===== config.mk =====
export PLATFORM = sky130hd
export DESIGN_NAME = hazard_ctrl
export DESIGN_NICKNAME = d
export VERILOG_FILES = /design/src/rtl/cpu_pkg.sv /design/src/rtl/src_use_decode.sv /design/src/rtl/hazard_ctrl.sv
export SDC_FILE = /design/constraint.sdc
export NUM_CORES = 1
export LEC_CHECK = 0
export CORE_MARGIN = 2
export CORE_UTILIZATION = 40
export DETAILED_ROUTE_END_ITERATION = 10
export GPL_TIMING_DRIVEN = 0
export PLACE_DENSITY_LB_ADDON = 0.15
export SYNTH_ARGS = -nofsm -noshare
export SYNTH_HDL_FRONTEND = slang
export SYNTH_SLANG_ARGS = --single-unit

===== constraint.sdc =====
create_clock -name clk -period 4.3 [get_ports clk]
set_input_delay 0.86 -clock clk [delete_from_list [all_inputs] [get_ports clk]]
set_output_delay 0.86 -clock clk [all_outputs]
set_load 0.05 [all_outputs]

===== src/rtl/cpu_pkg.sv =====
// Shared opcode and sequencing-state definitions for the 16-bit RISC core.
// Imported by the hazard controller and its source-use decoder.
package cpu_pkg;

   localparam logic [4:0] OP_HALT   = 5'b00000;
   localparam logic [4:0] OP_NOP    = 5'b00001;
   localparam logic [4:0] OP_J      = 5'b00100;
   localparam logic [4:0] OP_JR     = 5'b00101;
   localparam logic [4:0] OP_JAL    = 5'b00110;
   localparam logic [4:0] OP_JALR   = 5'b00111;
   localparam logic [4:0] OP_ST     = 5'b10000;
   localparam logic [4:0] OP_LD     = 5'b10001;
   localparam logic [4:0] OP_STU    = 5'b10011;
   localparam logic [2:0] OP_BR_PFX = 3'b011;
   localparam logic [4:0] OP_LBI    = 5'b11000;
   localparam logic [4:0] OP_RTYPE  = 5'b11011;

   typedef enum logic [1:0] {
      HZ_RUN    = 2'd0,
      HZ_STALL  = 2'd1,
      HZ_FREEZE = 2'd2,
      HZ_HALT   = 2'd3
   } hz_state_t;

endpackage


===== src/rtl/src_use_decode.sv =====
// Combinational decode of which register sources an ID instruction reads.
// Use bits and the HALT flag are qualified by the instruction-valid input.
module src_use_decode
   import cpu_pkg::*;
#(
   parameter int REG_AW = 3
) (
   input  logic [15:0]       i_instr,
   input  logic              i_valid,
   output logic              o_use_rs,
   output logic              o_use_rt,
   output logic [REG_AW-1:0] o_rs,
   output logic [REG_AW-1:0] o_rt,
   output logic              o_is_halt
);

   logic [4:0] w_op;
   logic       w_rs_none;
   logic       w_rt_used;
   logic       w_unused_bits;

   assign w_op = i_instr[15:11];

   // Opcodes with no rs read: HALT, NOP, reserved 0001x, J, JAL, LBI
   assign w_rs_none = (w_op == OP_HALT) || (w_op == OP_NOP)
                   || (w_op == 5'b00010) || (w_op == 5'b00011)
                   || (w_op == OP_J) || (w_op == OP_JAL)
                   || (w_op == OP_LBI);

   assign w_rt_used = (w_op == OP_RTYPE) || (w_op == 5'b11010)
                   || (w_op[4:2] == 3'b111)
                   || (w_op == OP_ST) || (w_op == OP_STU);

   assign o_use_rs  = i_valid && !w_rs_none;
   assign o_use_rt  = i_valid && w_rt_used;
   assign o_rs      = i_instr[8 +: REG_AW];
   assign o_rt      = i_instr[5 +: REG_AW];
   assign o_is_halt = i_valid && (w_op == OP_HALT);

   assign w_unused_bits = ^i_instr[4:0];

endmodule


===== src/rtl/hazard_ctrl.sv =====
// Pipeline stall/flush/freeze/halt sequencer for the 5-stage core.
// Define HAZARD_FWD_EN when EX/MEM forwarding paths are present.
module hazard_ctrl
   import cpu_pkg::*;
#(
   parameter int CNT_W  = 16,
   parameter int REG_AW = 3
) (
   input  logic              clk,
   input  logic              rst_n,
   input  logic [15:0]       id_instr,
   input  logic              id_valid,
   input  logic [REG_AW-1:0] ex_rd,
   input  logic              ex_wr_en,
   input  logic              ex_is_load,
   input  logic [REG_AW-1:0] mem_rd,
   input  logic              mem_wr_en,
   input  logic              ex_redirect,
   input  logic              mem_busy,
   output logic              pc_en,
   output logic              ifid_en,
   output logic              ifid_flush,
   output logic              idex_bubble,
   output logic              pipe_freeze,
   output logic              halted,
   output logic [CNT_W-1:0]  stall_cnt
);

   hz_state_t         r_state;
   hz_state_t         w_next;
   logic [CNT_W-1:0]  r_cnt;
   logic              w_use_rs;
   logic              w_use_rt;
   logic [REG_AW-1:0] w_rs;
   logic [REG_AW-1:0] w_rt;
   logic              w_is_halt;
   logic              w_raw_ex;
   logic              w_raw_mem;
   logic              w_haz;
   logic              w_pc_en;
   logic              w_ifid_en;
   logic              w_flush;
   logic              w_bubble;
   logic              w_freeze;

   src_use_decode #(.REG_AW(REG_AW)) u_dec (
      .i_instr   (id_instr),
      .i_valid   (id_valid),
      .o_use_rs  (w_use_rs),
      .o_use_rt  (w_use_rt),
      .o_rs      (w_rs),
      .o_rt      (w_rt),
      .o_is_halt (w_is_halt)
   );

   assign w_raw_ex  = ex_wr_en
                   && ((w_use_rs && (ex_rd == w_rs))
                    || (w_use_rt && (ex_rd == w_rt)));
   assign w_raw_mem = mem_wr_en
                   && ((w_use_rs && (mem_rd == w_rs))
                    || (w_use_rt && (mem_rd == w_rt)));

`ifdef HAZARD_FWD_EN
   logic w_unused_mem;
   assign w_haz        = ex_is_load && w_raw_ex;
   assign w_unused_mem = w_raw_mem;
`else
   logic w_unused_ld;
   assign w_haz       = w_raw_ex || w_raw_mem;
   assign w_unused_ld = ex_is_load;
`endif

   always_comb begin
      w_next    = r_state;
      w_pc_en   = 1'b1;
      w_ifid_en = 1'b1;
      w_flush   = 1'b0;
      w_bubble  = 1'b0;
      w_freeze  = 1'b0;
      if (r_state == HZ_HALT) begin
         w_pc_en   = 1'b0;
         w_ifid_en = 1'b0;
         w_bubble  = 1'b1;
      end else if (mem_busy) begin
         w_next    = HZ_FREEZE;
         w_pc_en   = 1'b0;
         w_ifid_en = 1'b0;
         w_freeze  = 1'b1;
      end else if (ex_redirect) begin
         // Redirect discards the younger ID instruction, so no stall
         w_next   = HZ_RUN;
         w_flush  = 1'b1;
         w_bubble = 1'b1;
      end else if (w_haz) begin
         w_next    = HZ_STALL;
         w_pc_en   = 1'b0;
         w_ifid_en = 1'b0;
         w_bubble  = 1'b1;
      end else if (w_is_halt) begin
         w_next    = HZ_HALT;
         w_pc_en   = 1'b0;
         w_ifid_en = 1'b0;
         w_bubble  = 1'b1;
      end else begin
         w_next = HZ_RUN;
      end
   end

   always_ff @(posedge clk or negedge rst_n) begin
      if (!rst_n) begin
         r_state <= HZ_RUN;
         r_cnt   <= '0;
      end else begin
         r_state <= w_next;
         if (!w_pc_en && (r_cnt != {CNT_W{1'b1}}))
            r_cnt <= r_cnt + {{(CNT_W-1){1'b0}}, 1'b1};
      end
   end

   assign pc_en       = w_pc_en;
   assign ifid_en     = w_ifid_en;
   assign ifid_flush  = w_flush;
   assign idex_bubble = w_bubble;
   assign pipe_freeze = w_freeze;
   assign halted      = (r_state == HZ_HALT);
   assign stall_cnt   = r_cnt;

endmodule


**Word level (Yosys, flattened, before mapping)**

Index checks and enable logic that the tools add are counted.

- Reductions and logical operators: 26
- Muxes and demuxes: 19
- Add/sub/neg operators: 1
- Eq/ne operators: 17

Operator list:

| cell | count |
|---|---|
| 5-bit equality test, second input constant | 5 |
| 16-bit by 1-bit adder with 16-bit output, second input constant | 1 |
| 16-bit inequality test, second input constant | 1 |
| 1-bit 2-to-1 mux | 15 |
| 1-bit logical OR | 13 |
| 3-bit equality test | 4 |
| 5-bit by 2-bit equality test with 1-bit output, second input constant | 2 |
| 5-bit by 3-bit equality test with 1-bit output, second input constant | 2 |
| 1-bit logical AND | 10 |
| 2-bit 2-to-1 mux | 4 |
| 5-bit by 1-bit equality test with 1-bit output, second input constant | 1 |
| 5-bit logical NOT | 1 |
| 3-bit equality test, second input constant | 1 |
| 2-bit equality test, second input constant | 1 |
| 1-bit logical NOT | 2 |

- Word-level logic and storage cells: 65
- Output and inout port bits: 22
- Input bits: 30
- Bits in registers: 18

**Logic depth before layout (Yosys ltp)**

Gate-level depths: netlist (run 1).

- Depth in word-level cells: 19
- Depth in mapped cells: 8
- Mapped depth without buffers: 7

**Modules after synthesis**

From an unflattened synthesis (run 1), not the netlist that was laid out.

- Cell total of the unflattened synthesis: 128
- Area total of the unflattened synthesis: 1,229.9 sq um

Modules (own cells, without submodules):

| module | times used | cells each | seq. area each (sq um) | area an instance (sq um) |
|---|---|---|---|---|
| hazard_ctrl | 1 | 112 | 450.4 | 1,121.1 |
| src_use_decode | 1 | 16 | 0.0 | 108.9 |

**Worst setup path before layout (run 1)**

OpenSTA, ideal clock, no wires.

- Kind: input to output
- Start point: in id_instr[11]
- End point: out idex_bubble
- Buffers on the path: 0
- Data arrival time: 2.644 ns
- Required time: 3.440 ns
- Stages: 6
- Path slack: 0.796 ns
- Cell sequence: nor3_2 -> a311o_1 -> a21oi_2 -> a211oi_2 -> nor2b_1 -> o21ai_0

- Cells in the longest elaborated chain, start to end: 17
- Elaborated cells between the ends (all ways): 39
- Those cells by class: 10 x eq/ne; 5 x mux; 24 x reduce/logical

Ends and longest elaborated chain:

| element | RTL line | text |
|---|---|---|
| start: declaration | hazard_ctrl.sv:11 | `input logic [15:0] id_instr,` |
| 5-bit by 1-bit equality test with 1-bit output / 5-bit logical NOT (equally long branches) | src_use_decode.sv:25, src_use_decode.sv:38 |  |
| 1-bit logical OR | src_use_decode.sv:25 | `assign w_rs_none = (w_op == OP_HALT) \|\| (w_op == OP_NOP)` |
| 1-bit logical OR (2 in a row) | src_use_decode.sv:26 | `\|\| (w_op == 5'b00010) \|\| (w_op == 5'b00011)` |
| 1-bit logical OR (2 in a row) | src_use_decode.sv:27 | `\|\| (w_op == OP_J) \|\| (w_op == OP_JAL)` |
| 1-bit logical OR | src_use_decode.sv:28 | `\|\| (w_op == OP_LBI);` |
| 1-bit logical NOT | src_use_decode.sv:34 | `assign o_use_rs = i_valid && !w_rs_none;` |
| 1-bit logical AND | src_use_decode.sv:34 |  |
| 1-bit logical AND (on tied branches) | hazard_ctrl.sv:57, hazard_ctrl.sv:60 |  |
| 1-bit logical OR (on tied branches) | hazard_ctrl.sv:58, hazard_ctrl.sv:61 |  |
| 1-bit logical AND (on tied branches) | hazard_ctrl.sv:57, hazard_ctrl.sv:60 |  |
| 1-bit logical OR | hazard_ctrl.sv:69 | `assign w_haz = w_raw_ex \|\| w_raw_mem;` |
| 1-bit 2-to-1 mux * | hazard_ctrl.sv:94 | `end else if (w_haz) begin` |
| 1-bit 2-to-1 mux * | hazard_ctrl.sv:89 | `end else if (ex_redirect) begin` |
| 1-bit 2-to-1 mux * | hazard_ctrl.sv:84 | `end else if (mem_busy) begin` |
| 1-bit 2-to-1 mux * | hazard_ctrl.sv:80 | `if (r_state == HZ_HALT) begin` |
| end: declaration | hazard_ctrl.sv:23 | `output logic idex_bubble,` |

Mark *: on every way between the ends. The rest lies on a longest branch, timed or not.

**Final worst setup path (run 1)**

Ends and elaborated chain as after synthesis.

==> metrics.md, run 1 <==
| Metric | Value |
|---|---|
| Status | `finished, final reports clean` |
| Final hold slack | `about 0.51 ns` |
| Crit-path max FO | `4` |
| Die height | `a little under 60 um` |
| Synth warnings | `0` |
| Fill cells | `~260` |
| I/O pin total | `between 50 and 60` |
| Sw frac | `42.93%` |
| Worst path most repeated cell | `clkdlybuf4s50_1` |
| Setup TNS | `0 ns` |
| Global-route wire length before repair | `4181 um` |
| Core area | `0.002978 mm^2` |
| Worst vdd ir | `roughly 0.17 mV` |
| Worst slew pin tran | `0.8164 ns` |
| Clock-pin transition on the worst setup and hold timing paths | `0.10 ns` |
| Routed vias/inst | `5.134` |
| Routability cong. | `0.7214` |
| Post-synth EDFFs | `0` |
| Combinational power share | `between 40% and 50%` |
| CP Cell Sequence | `clkdlybuf4s50_1 -> nor3_2 -> a311o_1 -> a21oi_2 -> a211oi_2 -> nor2b_1 -> o21ai_0 -> clkdlybuf4s50_1` |
| Buffers on Ports | `45` |
| Synth Register Bits | `18` |
| CTS tree | `built` |
| Slew margin rel. | `45.40%` |
| Gr usage total | `15.58%` |
| Max incr delay on CP | `0.83 ns` |
| H-Tree Depth | `1` |
| Vias in the first global route | `991` |
| Final core utilization | `between 50% and 60%` |
| Layout cells sized above 1 | `17.26%` |
| Setup Fix Bufs, Post-CTS | `0` |
| Final HPWL DP | `2010 um` |
| Multi-input gate area | `710.7 um^2` |
| Clk buf depth | `2` |
| Cell-internal power | `0.3888 mW` |
| Initial DRC count | `32` |
| Register area | `450.4 um^2` |
| Top delay family on crit path | `buffers and inverters` |
| Die Area | `0.003524 mm^2` |
| Row Count | `20` |
| Overflow after GRT | `0` |
| Via count | `between 1k and 1.5k` |
| Clock buffer count from CTS | `3` |
| CP required | `3.44 ns` |
| Drt wl/cell | `about 13 um` |
| Leak | `0.6849 nW` |
| Peak Freq | `249.4 MHz` |
| Post-Route WL | `2545 um` |
| Mapped Cells | `119` |
| Synth-to-Final Area Change | `43.47%` |
| Final period util | `93.26%` |
| RSZ-0062 raised after global routing | `false` |
| Fin. max-slew vios | `0` |
| Nets@finish | `200` |
| Clk root buf | `clkbuf_4` |
| Initial antenna violation count | `0` |
| Ys async rst share | `100.0%` |
| Final Hold Viols | `0` |
| Worst setup EP type | `output pin` |
| Netlist cell types | `33` |
| Routed Antenna Nets | `0` |
| Width of the die | `59.37 um` |
| Synthesized cell area | `0.001226 mm^2` |
| Clock power frac | `15.5%` |
| Setup violations, final | `0` |
| Hold WC Path Type | `reg -> reg` |
| First-pass detailed-route iteration total | `4` |
| # diodes | `0` |
| Starting density of the core | `41.18%` |
| Buffers plus inverters on the worst setup path | `2` |
| Largest net degree at the start of global routing | `19` |
| Drc violations | `0` |
| CP Launch Type | `input pin` |
| Psw | `around 0.3 mW` |
| Max-Cap Viols | `0` |
| Post-synthesis net count | `150` |
| CP Data Arrival Time | `3.15 ns` |
| Clock latency on the worst-skew pair | `about 0.30 ns` |
| Worst path slowest cell | `clkdlybuf4s50_1` |
| Syn avg cell area | `10.30 um^2` |
| Clock Skews | `0.0009870 ns` |
| Power consumption | `0.6812 mW` |
| Sequential power share | `36.3%` |
| PwrDens | `roughly 390 mW/mm^2` |
| Min Tclk post-route | `4.010 ns` |
| Top FF cell, synth | `dfrtp_1` |
| Clk sinks | `18` |
| Register area share after synthesis | `36.73%` |
| Critical path class | `in -> out` |
==> placed cells by master, fill, tap and decap left out, drive strengths merged, types with 5 or more instances in the layout <==
cell	Yosys	layout
clkdlybuf4s50	0	43
xnor2	27	27
dfrtp	18	18
nand3	17	17
nand2	7	7
nand4	7	7
nor2	7	7
o21ai	5	5
and3	5	5
==> logic make-up (layout without fill, tap and decap cells) <==
logic type | after synthesis | in the layout | synth area share, %
DFF | 18 | 18 | 36.73
xor gates and xnor gates | 27 | 27 | 19.29
AOI/OAI and AO/OA | 12 | 12 | 7.552
and+or+nand+nor | 52 | 52 | 28.88
adders and majority gates | 1 | 1 | 1.020
buffers and inverters | 8 | 57 | 5.306
muxes | 1 | 1 | 1.224
==> per-stage QoR <==
stage / std cells / instance area (um^2) / setup WS, ns
6_report: 201 / 1759 / 0.2899
5_1_grt: 201 / 1759 / 0.1938
4_1_cts: 201 / 1754 / 0.007743
3_5_place_dp: 197 / 1718 / 0.01280
3_3_place_gp: 197 / 1718 / 0.03917
2_1_floorplan: 119 / 1226 / 0.7956
==> per-layer routing <==
metal,GRT usage [%],up-vias,wire (um)
li1,-,517,-
met1,18.87,480,1172
met2,26.84,31,1235
met3,2.838,4,109
met4,6.494,0,27
met5,0,-,0
==> repair_timing <==
action	CTS	global route
hold buffers	0	0
setup endpoints to repair	0	2
gates resized for setup	0	2
==> power by group through the flow <==
stage	sequential [mW]	combinational [mW]	clock, mW
4_1_cts	0.248	0.331	0.111
5_1_grt	0.254	0.349	0.118
3_3_place_gp	0.250	0.327	0
6_report	0.248	0.328	0.105
3_5_place_dp	0.251	0.329	0
2_1_floorplan	0.352	0.105	0
==> synthesized netlist by cell type, drive strengths merged (2+ instances only) <==
master	count	area, um^2
xnor2	27	236.5
dfrtp	18	450.4
nand3	17	145.1
nand2	7	28.78
nand4	7	50.05
nor2	7	33.78
and3	5	32.53
o21ai	5	36.29
buf	4	50.05
inv	4	15.01
a21oi	3	18.77
a211oi	2	20.02
and2	2	12.51
and4	2	17.52
nor3	2	15.01
==> final timing paths <==
kind	from	end	slack, ns	depth (start not counted)
min in group asynchronous	rst_n	stall_cnt[5]	1.02	1
max in group asynchronous	rst_n	stall_cnt[4]	2.77	1
worst min-delay path	stall_cnt[15]	stall_cnt[15]	0.51	1
worst max register to register	stall_cnt[0]	stall_cnt[1]	2.28	7
worst max-delay path	id_instr[11]	idex_bubble	0.29	8
worst min register to register	stall_cnt[15]	stall_cnt[15]	0.51	1
==> sequential cells by signal (all words and copies together), names as in the netlist <==
signal     flops
r_state        2
stall_cnt     16
==> layout make-up <==
class	count	area share (%)
multi-input combinational	93	40.40
timing repair buffer	45	25.89
sequential	18	25.60
buffer	4	2.845
tap	33	2.347
clock buffer	4	2.063
inverter	4	0.8535
(Power assumes the default switching activity.)
==> run 2: changes to the inputs <==
--- a/config.mk
+++ b/config.mk
@@ -8,8 +8,10 @@
 export CORE_MARGIN = 2
 export CORE_UTILIZATION = 40
 export DETAILED_ROUTE_END_ITERATION = 10
+export DONT_BUFFER_PORTS = 1
 export GPL_TIMING_DRIVEN = 0
 export PLACE_DENSITY_LB_ADDON = 0.15
+export SLEW_MARGIN = 20
 export SYNTH_ARGS = -nofsm -noshare
 export SYNTH_HDL_FRONTEND = slang
 export SYNTH_SLANG_ARGS = --single-unit
==> metrics.md, run 2 (same netlist as run 1, synthesis figures left out) <==
| Metric | Value |
|---|---|
| Clk sinks | `18 (unchanged)` |
| Width of the die | `59.37 um (unchanged)` |
| Initial DRC count | `25 (-22%)` |
| Most common cell after layout, fill and taps aside | `xnor2_1` |
| Synth-to-Final Area Change | `5.204%` |
| Peak Freq | `288.1 MHz (+16%)` |
| First-pass detailed-route iteration total | `4 (unchanged)` |
| Commonest cells after routing, fill and taps aside | `xnor2_1 (27), dfrtp_1 (18), nand3_2 (12)` |
| CP required | `3.44 ns (about the same)` |
| Post-Route WL | `2367 um (-7.0%)` |
| Setup violations, final | `0 (unchanged)` |
| Clk buf depth | `2 (unchanged)` |
| Row Count | `20 (unchanged)` |
| Via count | `887 (-14%)` |
| Gates resized, CTS repair | `0 (unchanged)` |
| Slew margin rel. | `36.24% (-9.2 points)` |
| Max-Cap Viols | `0 (unchanged)` |
| Die height | `59.37 um (unchanged)` |
| Clk root buf | `clkbuf_4` |
| Worst setup EP type | `output pin` |
| Buffers on Ports | `0 (-100%)` |
| Clock buffer count from CTS | `3 (unchanged)` |
| CTS tree | `built` |
| Buffers plus inverters on the worst setup path | `3 (+1)` |
| RSZ-0062 raised after global routing | `false` |
| PwrDens | `435.7 mW/mm^2 (+13%)` |
| Max incr delay on CP | `0.34 ns (-0.49 ns)` |
| Global-route wire length before repair | `3884 um (-7.1%)` |
| Status | `finished, final reports clean` |
| Setup Fix Bufs, Post-CTS | `0 (unchanged)` |
| Worst slew pin tran | `0.9500 ns (+0.1335 ns)` |
| Final Hold Viols | `0 (unchanged)` |
| Starting density of the core | `41.18% (unchanged)` |
| Clock-pin transition on the worst setup and hold timing paths | `0.10 ns (about the same)` |
| Drt wl/cell | `15.27 um (+21%)` |
| Worst path slowest cell | `inv_1` |
| Setup TNS | `0 ns (unchanged)` |
| Initial antenna violation count | `0 (unchanged)` |
| Routed Antenna Nets | `0 (unchanged)` |
| Critical path class | `in -> out` |
| Crit-path max FO | `10 (+6)` |
| Final core utilization | `43.32% (-16 points)` |
| CP Data Arrival Time | `2.61 ns (-0.54 ns)` |
| Vias in the first global route | `907 (-8.5%)` |
| Overflow after GRT | `0 (unchanged)` |
| Min Tclk post-route | `3.471 ns (-0.5393 ns)` |
| Largest register FFs | `16 (unchanged)` |
| Clock Skews | `0.005200 ns (+0.004213 ns)` |
| Hold_buf cts | `0 (unchanged)` |
| Die Area | `0.003524 mm^2 (unchanged)` |
| Clock latency on the worst-skew pair | `0.29 ns (about the same)` |
| Final HPWL DP | `1887 um (-6.1%)` |
| I/O pin total | `52 (unchanged)` |
| Final period util | `80.72% (-13 points)` |
| Top delay family on crit path | `buffers and inverters` |
| Leak | `0.4889 nW (-29%)` |
| H-Tree Depth | `1 (unchanged)` |
| CP Launch Type | `input pin` |
| Largest net degree at the start of global routing | `19 (unchanged)` |
| Layout cells sized above 1 | `22.95% (+5.7 points)` |
| Drc violations | `0 (unchanged)` |
| # diodes | `0 (unchanged)` |
| Hold WC Path Type | `in -> async` |
| Worst vdd ir | `0.1624 mV (-2.2%)` |
| Nets@finish | `155 (-23%)` |
| Gr usage total | `14.05% (-1.5 points)` |
| Routability cong. | `0.7226 (+0.17%)` |
| CP Cell Sequence | `nor3_2 -> a311o_1 -> a21oi_2 -> a211oi_2 -> o21ai_4 -> buf_6 -> inv_1 -> buf_4` |
| Core area | `0.002978 mm^2 (unchanged)` |
| Routed vias/inst | `5.723 (+11%)` |
| Fin. max-slew vios | `0 (unchanged)` |
run 2: report_power, final:
group	switching (mW)	internal (mW)
registers	0.163	0.200
logic	0.0571	0.0608
clock network	0.0494	0.0325
run 2: through the flow:
stage                     std cells  setup WS, ns  hold WS [ns]  total power [mW]  area [um^2]
after floorplan                 119        0.7956        0.4667            0.4572         1226
after CTS                       155        0.8153        0.2420            0.5671         1290
after detailed placement        152        0.8183        0.5223            0.4835         1267
after global routing            155        0.7081        0.2314            0.5893         1290
final                           155        0.8292        0.2513            0.5621         1290
after global placement          152        0.7298        0.4972            0.4797         1267
run 2: area by class of cell:
cell class,instances,area (um^2)
plain buffers,4,50.05
clock buffers,3,22.52
fillers,283,1688
inverters,4,15.01
multi-input cells,93,710.7
flip-flops and latches,18,450.4
well taps,33,41.29
run 2: per-layer routing:
layer	vias up	share of wire [%]	track usage (%)
met2	42	52	24.96
met3	0	6.0	3.712
met5	-	0	0
met4	0	0	3.896
li1	428	-	-
met1	417	42	16.46
run 2: final timing paths:
check	to	start	depth (start not counted)	slack, ns
worst min register to register	r_state[0]	r_state[1]	2	0.53
worst max-delay path	pc_en	id_instr[12]	8	0.83
worst min-delay path	stall_cnt[15]	rst_n	0	0.25
min in group clk	r_state[0]	r_state[1]	2	0.53
max in group asynchronous	stall_cnt[0]	rst_n	0	3.97
worst max register to register	stall_cnt[1]	stall_cnt[0]	7	1.90
==> run 3: changes to the inputs <==
==> constraint.sdc (replaced) <==
create_clock -name clk -period 3.39 [get_ports clk]
set_input_delay 0.678 -clock clk [delete_from_list [all_inputs] [get_ports clk]]
set_output_delay 0.678 -clock clk [all_outputs]
set_load 0.05 [all_outputs]
==> results of run 3 <==
Same layout as run 2 (identical final DEF). Status: finished, final reports clean.
Among the figures that moved: setup slack after placement 0.8183 ns -> 0.2723 ns; setup slack after layout 0.8292 ns -> 0.2832 ns; hold slack 0.2513 ns -> 0.06928 ns; register-to-register setup slack 1.90 ns -> 0.99 ns; total power 0.5621 mW -> 0.7130 mW; worst IR drop on VDD 0.1624 mV -> 0.2060 mV
